$ cat config.mk
export PLATFORM = sky130hd
export DESIGN_NAME = pc_fetch_unit
export DESIGN_NICKNAME = d
export VERILOG_FILES = /design/src/rtl/pc_fetch_unit.sv
export SDC_FILE = /design/constraint.sdc
export NUM_CORES = 1
export LEC_CHECK = 0
export CAP_MARGIN = 5
export CORE_MARGIN = 8
export CORE_UTILIZATION = 49
export DETAILED_ROUTE_END_ITERATION = 12
export PLACE_DENSITY = 0.86
export SETUP_SLACK_MARGIN = 0.15
export SLEW_MARGIN = 10
export SYNTH_ARGS = -nofsm -noshare
export SYNTH_HDL_FRONTEND = slang
export SYNTH_SLANG_ARGS = --single-unit
$ cat constraint.sdc
create_clock -name clk -period 9.8 [get_ports clk]
set_input_delay 1.96 -clock clk [delete_from_list [all_inputs] [get_ports clk]]
set_output_delay 1.96 -clock clk [all_outputs]
set_load 0.005 [all_outputs]
$ cat src/rtl/pc_fetch_unit.sv
`default_nettype none
// ============================================================================
// Module      : pc_fetch_unit
// Description : Program counter and next-address select for the IM fetch
//               stage, with a retired-fetch counter and a sticky fault trap.
// Revision    : 1.0 - initial release
// ============================================================================
module pc_fetch_unit #(
    parameter logic [31:0] RESET_PC       = 32'h0000_0000,
    parameter int unsigned IM_DEPTH_WORDS = 64
) (
    input  logic        clk,
    input  logic        rst,
    input  logic        stall,
    input  logic        branch_taken,
    input  logic        jal,
    input  logic        jalr,
    input  logic [31:0] imm,
    input  logic [31:0] rs1_data,
    output logic [31:0] addrIM,
    output logic [31:0] pc_plus4,
    output logic [31:0] inst_count,
    output logic        trap,
    output logic [1:0]  trap_cause,
    output logic [31:0] trap_addr
);

    // Upper bound held in 33 bits so a range ending at 2^32 cannot wrap.
    localparam logic [32:0] c_IM_END = {1'b0, RESET_PC} + (33'(IM_DEPTH_WORDS) << 2);

    localparam logic [1:0] c_CAUSE_NONE      = 2'b00;
    localparam logic [1:0] c_CAUSE_MISALIGN  = 2'b01;
    localparam logic [1:0] c_CAUSE_OUT_RANGE = 2'b10;

    typedef enum logic [0:0] {
        ST_RUN  = 1'b0,
        ST_TRAP = 1'b1
    } state_t;

    state_t      r_state_q,      w_state_d;
    logic [31:0] r_pc_q,         w_pc_d;
    logic [31:0] r_count_q,      w_count_d;
    logic [1:0]  r_cause_q,      w_cause_d;
    logic [31:0] r_taddr_q,      w_taddr_d;

    logic [31:0] w_seq_target;
    logic [31:0] w_rel_target;
    logic [31:0] w_jalr_target;
    logic [31:0] w_candidate;
    logic        w_misaligned;
    logic        w_out_of_range;

    assign w_seq_target  = r_pc_q + 32'd4;
    assign w_rel_target  = r_pc_q + imm;
    assign w_jalr_target = (rs1_data + imm) & ~32'h1;

    always_comb begin
        w_candidate = w_seq_target;
        if (jalr) begin
            w_candidate = w_jalr_target;
        end else if (jal || branch_taken) begin
            w_candidate = w_rel_target;
        end
    end

    assign w_misaligned   = |w_candidate[1:0];
    assign w_out_of_range = (w_candidate < RESET_PC) || ({1'b0, w_candidate} >= c_IM_END);

    always_comb begin
        w_state_d = r_state_q;
        w_pc_d    = r_pc_q;
        w_count_d = r_count_q;
        w_cause_d = r_cause_q;
        w_taddr_d = r_taddr_q;
        case (r_state_q)
            ST_RUN: begin
                if (!stall) begin
                    if (w_misaligned || w_out_of_range) begin
                        // PC stays on the faulting instruction for diagnosis.
                        w_state_d = ST_TRAP;
                        w_cause_d = w_misaligned ? c_CAUSE_MISALIGN : c_CAUSE_OUT_RANGE;
                        w_taddr_d = w_candidate;
                    end else begin
                        w_pc_d    = w_candidate;
                        w_count_d = r_count_q + 32'd1;
                    end
                end
            end
            ST_TRAP: begin
                w_state_d = ST_TRAP;
            end
            default: begin
                w_state_d = ST_RUN;
            end
        endcase
    end

    always_ff @(posedge clk) begin
        if (rst) begin
            r_state_q <= ST_RUN;
            r_pc_q    <= RESET_PC;
            r_count_q <= 32'd0;
            r_cause_q <= c_CAUSE_NONE;
            r_taddr_q <= 32'd0;
        end else begin
            r_state_q <= w_state_d;
            r_pc_q    <= w_pc_d;
            r_count_q <= w_count_d;
            r_cause_q <= w_cause_d;
            r_taddr_q <= w_taddr_d;
        end
    end

    assign addrIM     = r_pc_q;
    assign pc_plus4   = w_seq_target;
    assign inst_count = r_count_q;
    assign trap       = (r_state_q == ST_TRAP);
    assign trap_cause = r_cause_q;
    assign trap_addr  = r_taddr_q;

endmodule
`default_nettype wire

## Word level (Yosys, flattened, before mapping)

Cells that the tools add are included.

- Bitwise gates (word level): 3
- $lt $le $gt $ge: 2
- Reductions and logical operators: 6
- Muxes and demuxes: 6
- Add/sub/neg operators: 4

Operator list:

| operator | count |
|---|---|
| $add 32x32->32 | 2 |
| $mux 32 | 2 |
| $add 32x1->32 const B | 1 |
| $add 32x3->32 const B | 1 |
| $ge 32x9->1 const B | 1 |
| $lt 32x1->1 const B | 1 |
| $reduce_and 3->1 | 2 |
| $logic_or 1x1->1 | 3 |
| $not 1->1 | 3 |
| $mux 1 | 2 |
| $mux 2 | 1 |
| $pmux 1 s2 | 1 |
| $reduce_or 2->1 | 1 |

- Output and inout port bits: 131
- Logic and storage cells: 26
- Register bits: 99
- Input bits: 70

## Longest topological paths before layout

Gate-level depths: netlist of run 1.

- Depth after elaboration: 9
- Gate-level depth with buffers: 18
- Gate-level depth less buffers: 15

## Worst setup path before layout of run 1

No wires, ideal clock.

- Path type: input-to-reg
- From: input port imm[0]
- To: register r_count_q[31], in the netlist inst_count[31]
- Required time: 9.677 ns
- Stages: 16
- Arrival: 5.547 ns
- Library setup time: 0.123 ns
- Buffers on the path: 1
- Path slack: 4.130 ns
- Path through: ha_1 > inv_1 > fa_1 > nand2b_1 > a21o_1 > a211o_1 > a211oi_2 > o21a_1 > o21ai_1 > a2111oi_2 > nand4bb_1 > nor4_4 > nand2_1 > buf_2 > nor4_1 > mux2_1

- Cells in the longest elaborated chain, start to end: 8
- Elaborated cells between the ends (all ways): 11
- Classes of those cells: add/sub (2); order compare (2); mux (2); bitwise (1); reduce/logical (4)

Ends and longest elaborated chain:

| what | line | RTL |
|---|---|---|
| from (decl) | 18 | `input logic [31:0] imm,` |
| $add 32x32->32 | 54 | `assign w_rel_target = r_pc_q + imm;` |
| $mux 32 | 61 | `end else if (jal \|\| branch_taken) begin` |
| $mux 32 * | 59 | `if (jalr) begin` |
| $lt 32x1->1 or $ge 32x9->1 (tied branches) | 67 | `assign w_out_of_range = (w_candidate < RESET_PC) \|\| ({1'b0, w_candidate} >= c_IM_END);` |
| $logic_or 1x1->1 | 67 |  |
| $logic_or 1x1->1 * | 78 | `if (w_misaligned \|\| w_out_of_range) begin` |
| $not 1->1 (no line) * | - |  |
| $reduce_and 3->1 (no line) * | - |  |
| to (signal assigned) | 108 | `r_count_q <= w_count_d;` |
| to (decl) | 42 | `logic [31:0] r_count_q, w_count_d;` |

Mark *: on every way between the ends. The rest lies on a longest branch, timed or not.
A chain may end at the register's enable or synchronous reset.

## Worst setup path after layout of run 1

- From: input port imm[0]
- To: register r_pc_q[4], in the netlist addrIM[4]

- Cells in the longest elaborated chain, start to end: 8
- Elaborated cells between the ends (all ways): 11
- Classes of those cells: add/sub (2); order compare (2); mux (2); bitwise (1); reduce/logical (4)

Ends and longest elaborated chain:

| what | line | RTL |
|---|---|---|
| $add 32x32->32 | 54 |  |
| $mux 32 | 61 |  |
| $mux 32 * | 59 |  |
| $lt 32x1->1 or $ge 32x9->1 (tied branches) | 67 |  |
| $logic_or 1x1->1 | 67 |  |
| $logic_or 1x1->1 | 78 |  |
| $not 1->1 (no line) | - |  |
| $reduce_and 3->1 (no line) | - |  |
| to (signal assigned) | 107 | `r_pc_q <= w_pc_d;` |
| to (decl) | 41 | `logic [31:0] r_pc_q, w_pc_d;` |

Marks and branches as above.

==> reports/summary.txt, run 1 <==
clock share of power: 34.0%
commonest non-fill, non-tap cell in the layout: clkdlybuf4s50_1
Peak VDD IR: 0.1050 mV
setup TNS: 0 ns
cells after synthesis: 1169
EDFF count, synth: 0
syn_area_per_cell: 7.720 um2
PortBufs: 200
max_slew headroom: 33.20%
Setup violations, final: 0
Seq/Total Area, Yosys: 21.96%
RSZ-0062 raised after global routing: false
switching part of the total power: 33.59%
Worst setup EP type: register
Logic pwr share: 29.3%
vias in the first global route: 9351
GRT Util Overall: 29.75%
synth-to-layout area growth: 25.88%
IO Pins: 201
asr flop ratio synth: 0%
Core ar.: 18020 um2
NetSw: 386.0 uW
drt via density: 6.343
GPL Wtd Cong: 0.9903
effective utilization at floorplan: 50.07%
worst r2r src: addrIM[3]
1st-pass router iterations: 7
WL/cell: 22.64 um
cts repair resizes: 0
DIE AREA: 23020 um2
share of layout cells above drive strength 1: 5.593%
total gr overflow: 0
syn nets: 1304
final wirelength: 35140 um
WS Path Type: in -> reg
FF+latch count, synth: 99
TritonCTS Sinks: 99
Max Clock Freq: 128.5 MHz
# DRC: 0
Clock Latency Late Sink: 0.35 ns
Post-synth top flop: dfxtp_1
CTS Buf Count: 9
die height: 151.7 um
vias: 9844
Worst Tran Pin Value: 0.9983 ns
Final nets: 1453
status: completed
Root Driver: clkbuf_16
Worst Skew: 0.008134 ns
Hold EP: trap_addr[5]
most frequent cells in the layout: clkdlybuf4s50_1, nand2_1, a21oi_1
Fin Hold WS: 0.4662 ns
synthesized area: 9025 um2
CTS tree: built
largest net degree at the start of global routing: 77
max-cap violation count: 0
antenna cells: 0
Arrival @ worst endpoint: 8.03 ns
DRT iter0 DRCs: 740
worst reg2reg path depth: 13
final worst path period share: 79.43%
Lkg Pwr: 4.339 nW
Worst-path clk slew: 0.08 ns
Die X: 151.7 um
WHS Path Cells: 2
Final Max Slew Viols: 0
antenna violations before repair: 0
H-tree depth: 3
Longest Clk Path Bufs: 2
Hold Violations, Final: 0
worst slack, placed: 1.793 ns
synth unique cells: 93
reg2reg setup slack: 3.60 ns
Internal: 763.1 uW
WP data required: 10.04 ns
Reg power frac: 36.7%
worst min path class: reg -> reg
Startpoint Class: input port
synth warn: 0
row count: 49
HPWL after DPL: 27970 um
antenna-violating nets left: 0
final worst setup slack: 2.016 ns
cell area power density: 101.1 nW/um2
hold path startpoint: trap_addr[5]
first-pass GRT wire length: 53390 um
min Tclk post-route: 7.784 ns
maximum fanout along the worst path: 13
Reg-to-Reg End: addrIM[4]
Post-CTS Setup Bufs: 0
# hold bufs at CTS: 0
==> flip-flops by register name (all words and copies together) (netlist names) <==
register and count:
addrIM 32, inst_count 32, trap 1, trap_addr 32, trap_cause 2
==> logic make-up (layout without fill, tap and decap cells) <==
family	Yosys count	in the layout	synth area share (%)
muxes	42	42	4.838
AOI/OAI and AO/OA	332	332	24.93
buffers and inverters	86	240	4.298
DFF	99	99	21.96
adders and majority gates	65	65	9.178
and+or+nand+nor	476	476	28.10
xor gates and xnor gates	69	69	6.696
==> worst max-delay path by stage <==
| stage | start | to | slack, ns | depth (start not counted) |
|---|---|---|---|---|
| after floorplan | imm[0] | inst_count[31] | 4.13 | 16 |
| after global placement | imm[21] | addrIM[4] | 1.93 | 14 |
| after detailed placement | imm[0] | addrIM[4] | 1.79 | 16 |
| after CTS | imm[0] | addrIM[4] | 2.11 | 16 |
| after global routing | imm[0] | addrIM[4] | 1.69 | 16 |
| final | imm[0] | addrIM[4] | 2.02 | 16 |
==> per-layer routing <==
| metal | wire [um] | vias up | global-route usage, % |
|---|---|---|---|
| met4 | 1703 | 0 | 14.60 |
| met1 | 14300 | 4650 | 36.81 |
| met3 | 2680 | 84 | 5.168 |
| met5 | 0 | - | 0 |
| met2 | 16450 | 473 | 49.07 |
| li1 | - | 4637 | - |
==> cell usage after synthesis, types with 18 or more instances <==
library cell | n | share of area (%)
a21o_1 | 23 | 1.9
xnor2_1 | 40 | 3.9
nor2_1 | 93 | 3.9
nand3_1 | 42 | 2.3
clkbuf_1 | 41 | 1.7
nand2_1 | 119 | 4.9
o21ai_0 | 49 | 2.7
nor3_1 | 27 | 1.5
or3_1 | 20 | 1.4
dfxtp_1 | 99 | 22
xor2_1 | 29 | 2.8
inv_1 | 18 | 0.75
a21oi_1 | 102 | 5.7
and3_1 | 20 | 1.4
nand4_1 | 37 | 2.6
and2_1 | 37 | 2.6
mux2i_1 | 32 | 3.5
ha_1 | 63 | 8.7
==> power by group through the flow <==
stage / clock network (mW) / logic (mW) / registers (mW)
6_report: 0.391 / 0.336 / 0.422
4_1_cts: 0.394 / 0.330 / 0.422
5_1_grt: 0.410 / 0.358 / 0.423
2_1_floorplan: 0 / 0.199 / 0.430
3_3_place_gp: 0 / 0.326 / 0.431
3_5_place_dp: 0 / 0.328 / 0.431
==> critical path, stage by stage <==
cell and delay [ns]:
clkdlybuf4s50_1 0.51, ha_1 0.20, inv_1 0.06, fa_1 0.39, nand2b_1 0.18, a21o_1 0.22, a21bo_2 0.23, a31oi_1 0.36
mux2i_1 0.30, nand4b_1 0.27, nor4b_1 0.35, nand4bb_1 0.26, nor4_4 0.90, nand2_1 0.50, nor2_1 0.89, mux2_2 0.42
==> area by class of cell <==
type | instances | area (um2)
Clock buffer | 10 | 239.0
Clock inverter | 6 | 77.57
Fill cell | 1641 | 6664
Inverter | 18 | 67.56
Multi-Input combinational cell | 984 | 6666
Sequential cell | 99 | 1982
Tap cell | 229 | 286.5
Timing Repair Buffer | 206 | 2042
==> through the flow <==
| stage | cell area (um2) | total power, mW | std cells | util [%] |
|---|---|---|---|---|
| finish | 11360 | 1.149 | 1552 | 63.03 |
| global placement | 11040 | 0.7567 | 1536 | 61.27 |
| global route | 11360 | 1.191 | 1552 | 63.03 |
| floorplan | 9025 | 0.6288 | 1169 | - |
| detailed placement | 11040 | 0.7594 | 1536 | 61.27 |
| CTS | 11360 | 1.146 | 1552 | 63.03 |
No activity file was read; power rests on OpenSTA's default activity.
==> run 2: changes to the inputs <==
--- a/config.mk
+++ b/config.mk
@@ -7,7 +7,7 @@
 export LEC_CHECK = 0
 export CAP_MARGIN = 5
 export CORE_MARGIN = 8
-export CORE_UTILIZATION = 49
+export CORE_UTILIZATION = 47
 export DETAILED_ROUTE_END_ITERATION = 12
 export PLACE_DENSITY = 0.86
 export SETUP_SLACK_MARGIN = 0.15
==> constraint.sdc (replaced) <==
create_clock -name clk -period 6.6 [get_ports clk]
set_input_delay 1.32 -clock clk [delete_from_list [all_inputs] [get_ports clk]]
set_output_delay 1.32 -clock clk [all_outputs]
set_load 0.005 [all_outputs]
==> reports/summary.txt, run 2 (same netlist as run 1, synthesis figures left out) <==
status: completed
M1 WL: 14210 um
commonest non-fill, non-tap cell in the layout: clkdlybuf4s50_1
WL/cell: 21.65 um
CP startpoint: imm[0]
clock share of power: 33.8%
Clock Latency Late Sink: 0.36 ns
Setup violations, final: 0
IO Pins: 201
Final Instance Area: 11470 um2
cell area power density: 148.1 nW/um2
worst min path class: reg -> reg
Lkg Pwr: 4.405 nW
vias: 9856
H-tree depth: 3
maximum fanout along the worst path: 13
top routing layer used: met4
Worst-path clk slew: 0.07 ns
share of layout cells above drive strength 1: 6.512%
DIE AREA: 23890 um2
HPWL after DPL: 27200 um
cts repair resizes: 0
Core ar.: 18770 um2
NetSw: 569.5 uW
area of the multi-input gates: 6666 um2
Layout Cells excl Fill: 1570
WS Path Type: in -> reg
antenna cells: 0
Cell Area, Placed: 11150 um2
RSZ-0062 raised after global routing: false
hold path startpoint: trap_addr[2]
Die X: 154.6 um
Hold EP: trap_addr[2]
Worst Skew: 0.01456 ns
# hold bufs at CTS: 0
total gr overflow: 0
max-cap violation count: 0
Startpoint Class: input port
Reg power frac: 36.9%
TritonCTS Sinks: 99
effective utilization at floorplan: 48.09%
drt via density: 6.278
1st-pass router iterations: 5
Peak VDD IR: 0.1569 mV
Post-CTS Setup Bufs: 0
Placed Cells: 1554
GPL Wtd Cong: 0.9967
Max Clock Freq: 164.7 MHz
most frequent cells in the layout: clkdlybuf4s50_1, nand2_1, a21oi_1
Final nets: 1466
Fin Hold WS: 0.4629 ns
final-layout fill cell count: 1689
switching part of the total power: 33.53%
Arrival @ worst endpoint: 6.32 ns
PortBufs: 200
Internal: 1.129 mW
final worst path period share: 92.02%
Root Driver: clkbuf_16
final wirelength: 33990 um
min Tclk post-route: 6.073 ns
max_slew headroom: 42.27%
Worst setup EP type: register
worst r2r src: addrIM[3]
met2 routed WL: 15710 um
first-pass GRT wire length: 52820 um
reg2reg setup slack: 1.25 ns
Longest Clk Path Bufs: 2
largest net degree at the start of global routing: 77
GRT Util Overall: 27.54%
CTS Buf Count: 9
WHS Path Cells: 2
DRT iter0 DRCs: 683
Storage cell area: 1982 um2
antenna-violating nets left: 0
CTS tree: built
Logic pwr share: 29.3%
synth-to-layout area growth: 27.06%
die height: 154.6 um
setup TNS: 0 ns
vias in the first global route: 9491
met3 WL: 2699 um
Hold Violations, Final: 0
antenna violations before repair: 0
Reg-to-Reg End: addrIM[7]
Final Max Slew Viols: 0
WP data required: 6.84 ns
worst reg2reg path depth: 15
Worst Tran Pin Value: 0.8593 ns
row count: 50
# DRC: 0
## run 2: metrics by stage
stage | util [%] | total power, mW | worst slack (ns)
finish | 61.10 | 1.698 | 0.5267
global route | 61.10 | 1.772 | 0.1796
CTS | 61.10 | 1.699 | 0.6128
detailed placement | 59.40 | 1.128 | 0.2548
global placement | 59.40 | 1.124 | 0.4805
floorplan | - | 0.9337 | 1.570
## run 2: how the worst max path moves through the flow
stage / endpoint / cells after the start / slack [ns]
floorplan: inst_count[31] / 16 / 1.57
global placement: addrIM[7] / 17 / 0.48
detailed placement: addrIM[7] / 18 / 0.25
CTS: addrIM[7] / 18 / 0.61
global route: addrIM[7] / 18 / 0.18
finish: addrIM[7] / 18 / 0.53
## run 2: power by group through the flow
| stage | Combinational [mW] | Clock (mW) | Sequential (mW) |
|---|---|---|---|
| global placement | 0.483 | 0 | 0.640 |
| CTS | 0.490 | 0.583 | 0.627 |
| floorplan | 0.295 | 0 | 0.639 |
| detailed placement | 0.487 | 0 | 0.640 |
| finish | 0.498 | 0.573 | 0.627 |
| global route | 0.534 | 0.609 | 0.629 |
## run 2: worst max-delay path: stages
cell and delay (ns):
clkdlybuf4s50_1 0.52, ha_1 0.22, inv_1 0.07, fa_1 0.39
nand2b_1 0.17, a21o_1 0.23, a211o_1 0.35, a211oi_2 0.38
o21a_1 0.15, o21ai_1 0.11, a2111oi_2 0.36, nand4bb_1 0.28
nor4_4 0.36, buf_4 0.27, nand2_1 0.28, nor2_1 0.26
buf_4 0.24, mux2_2 0.35
## run 2: final cells by class
cell class                      instances  share of cell area, %
Clock buffer                            9                  1.964
Clock inverter                          7                 0.8183
Inverter                               18                 0.5892
Multi-Input combinational cell        984                  58.13
Sequential cell                        99                  17.28
Tap cell                              234                  2.553
Timing Repair Buffer                  219                  18.66
## run 2: metal layers
layer  GRT usage, %  vias up
met5              0        -
met4          12.27        0
met3          5.963       81
met2          46.02      466
met1          33.42     4645
li1               -     4664
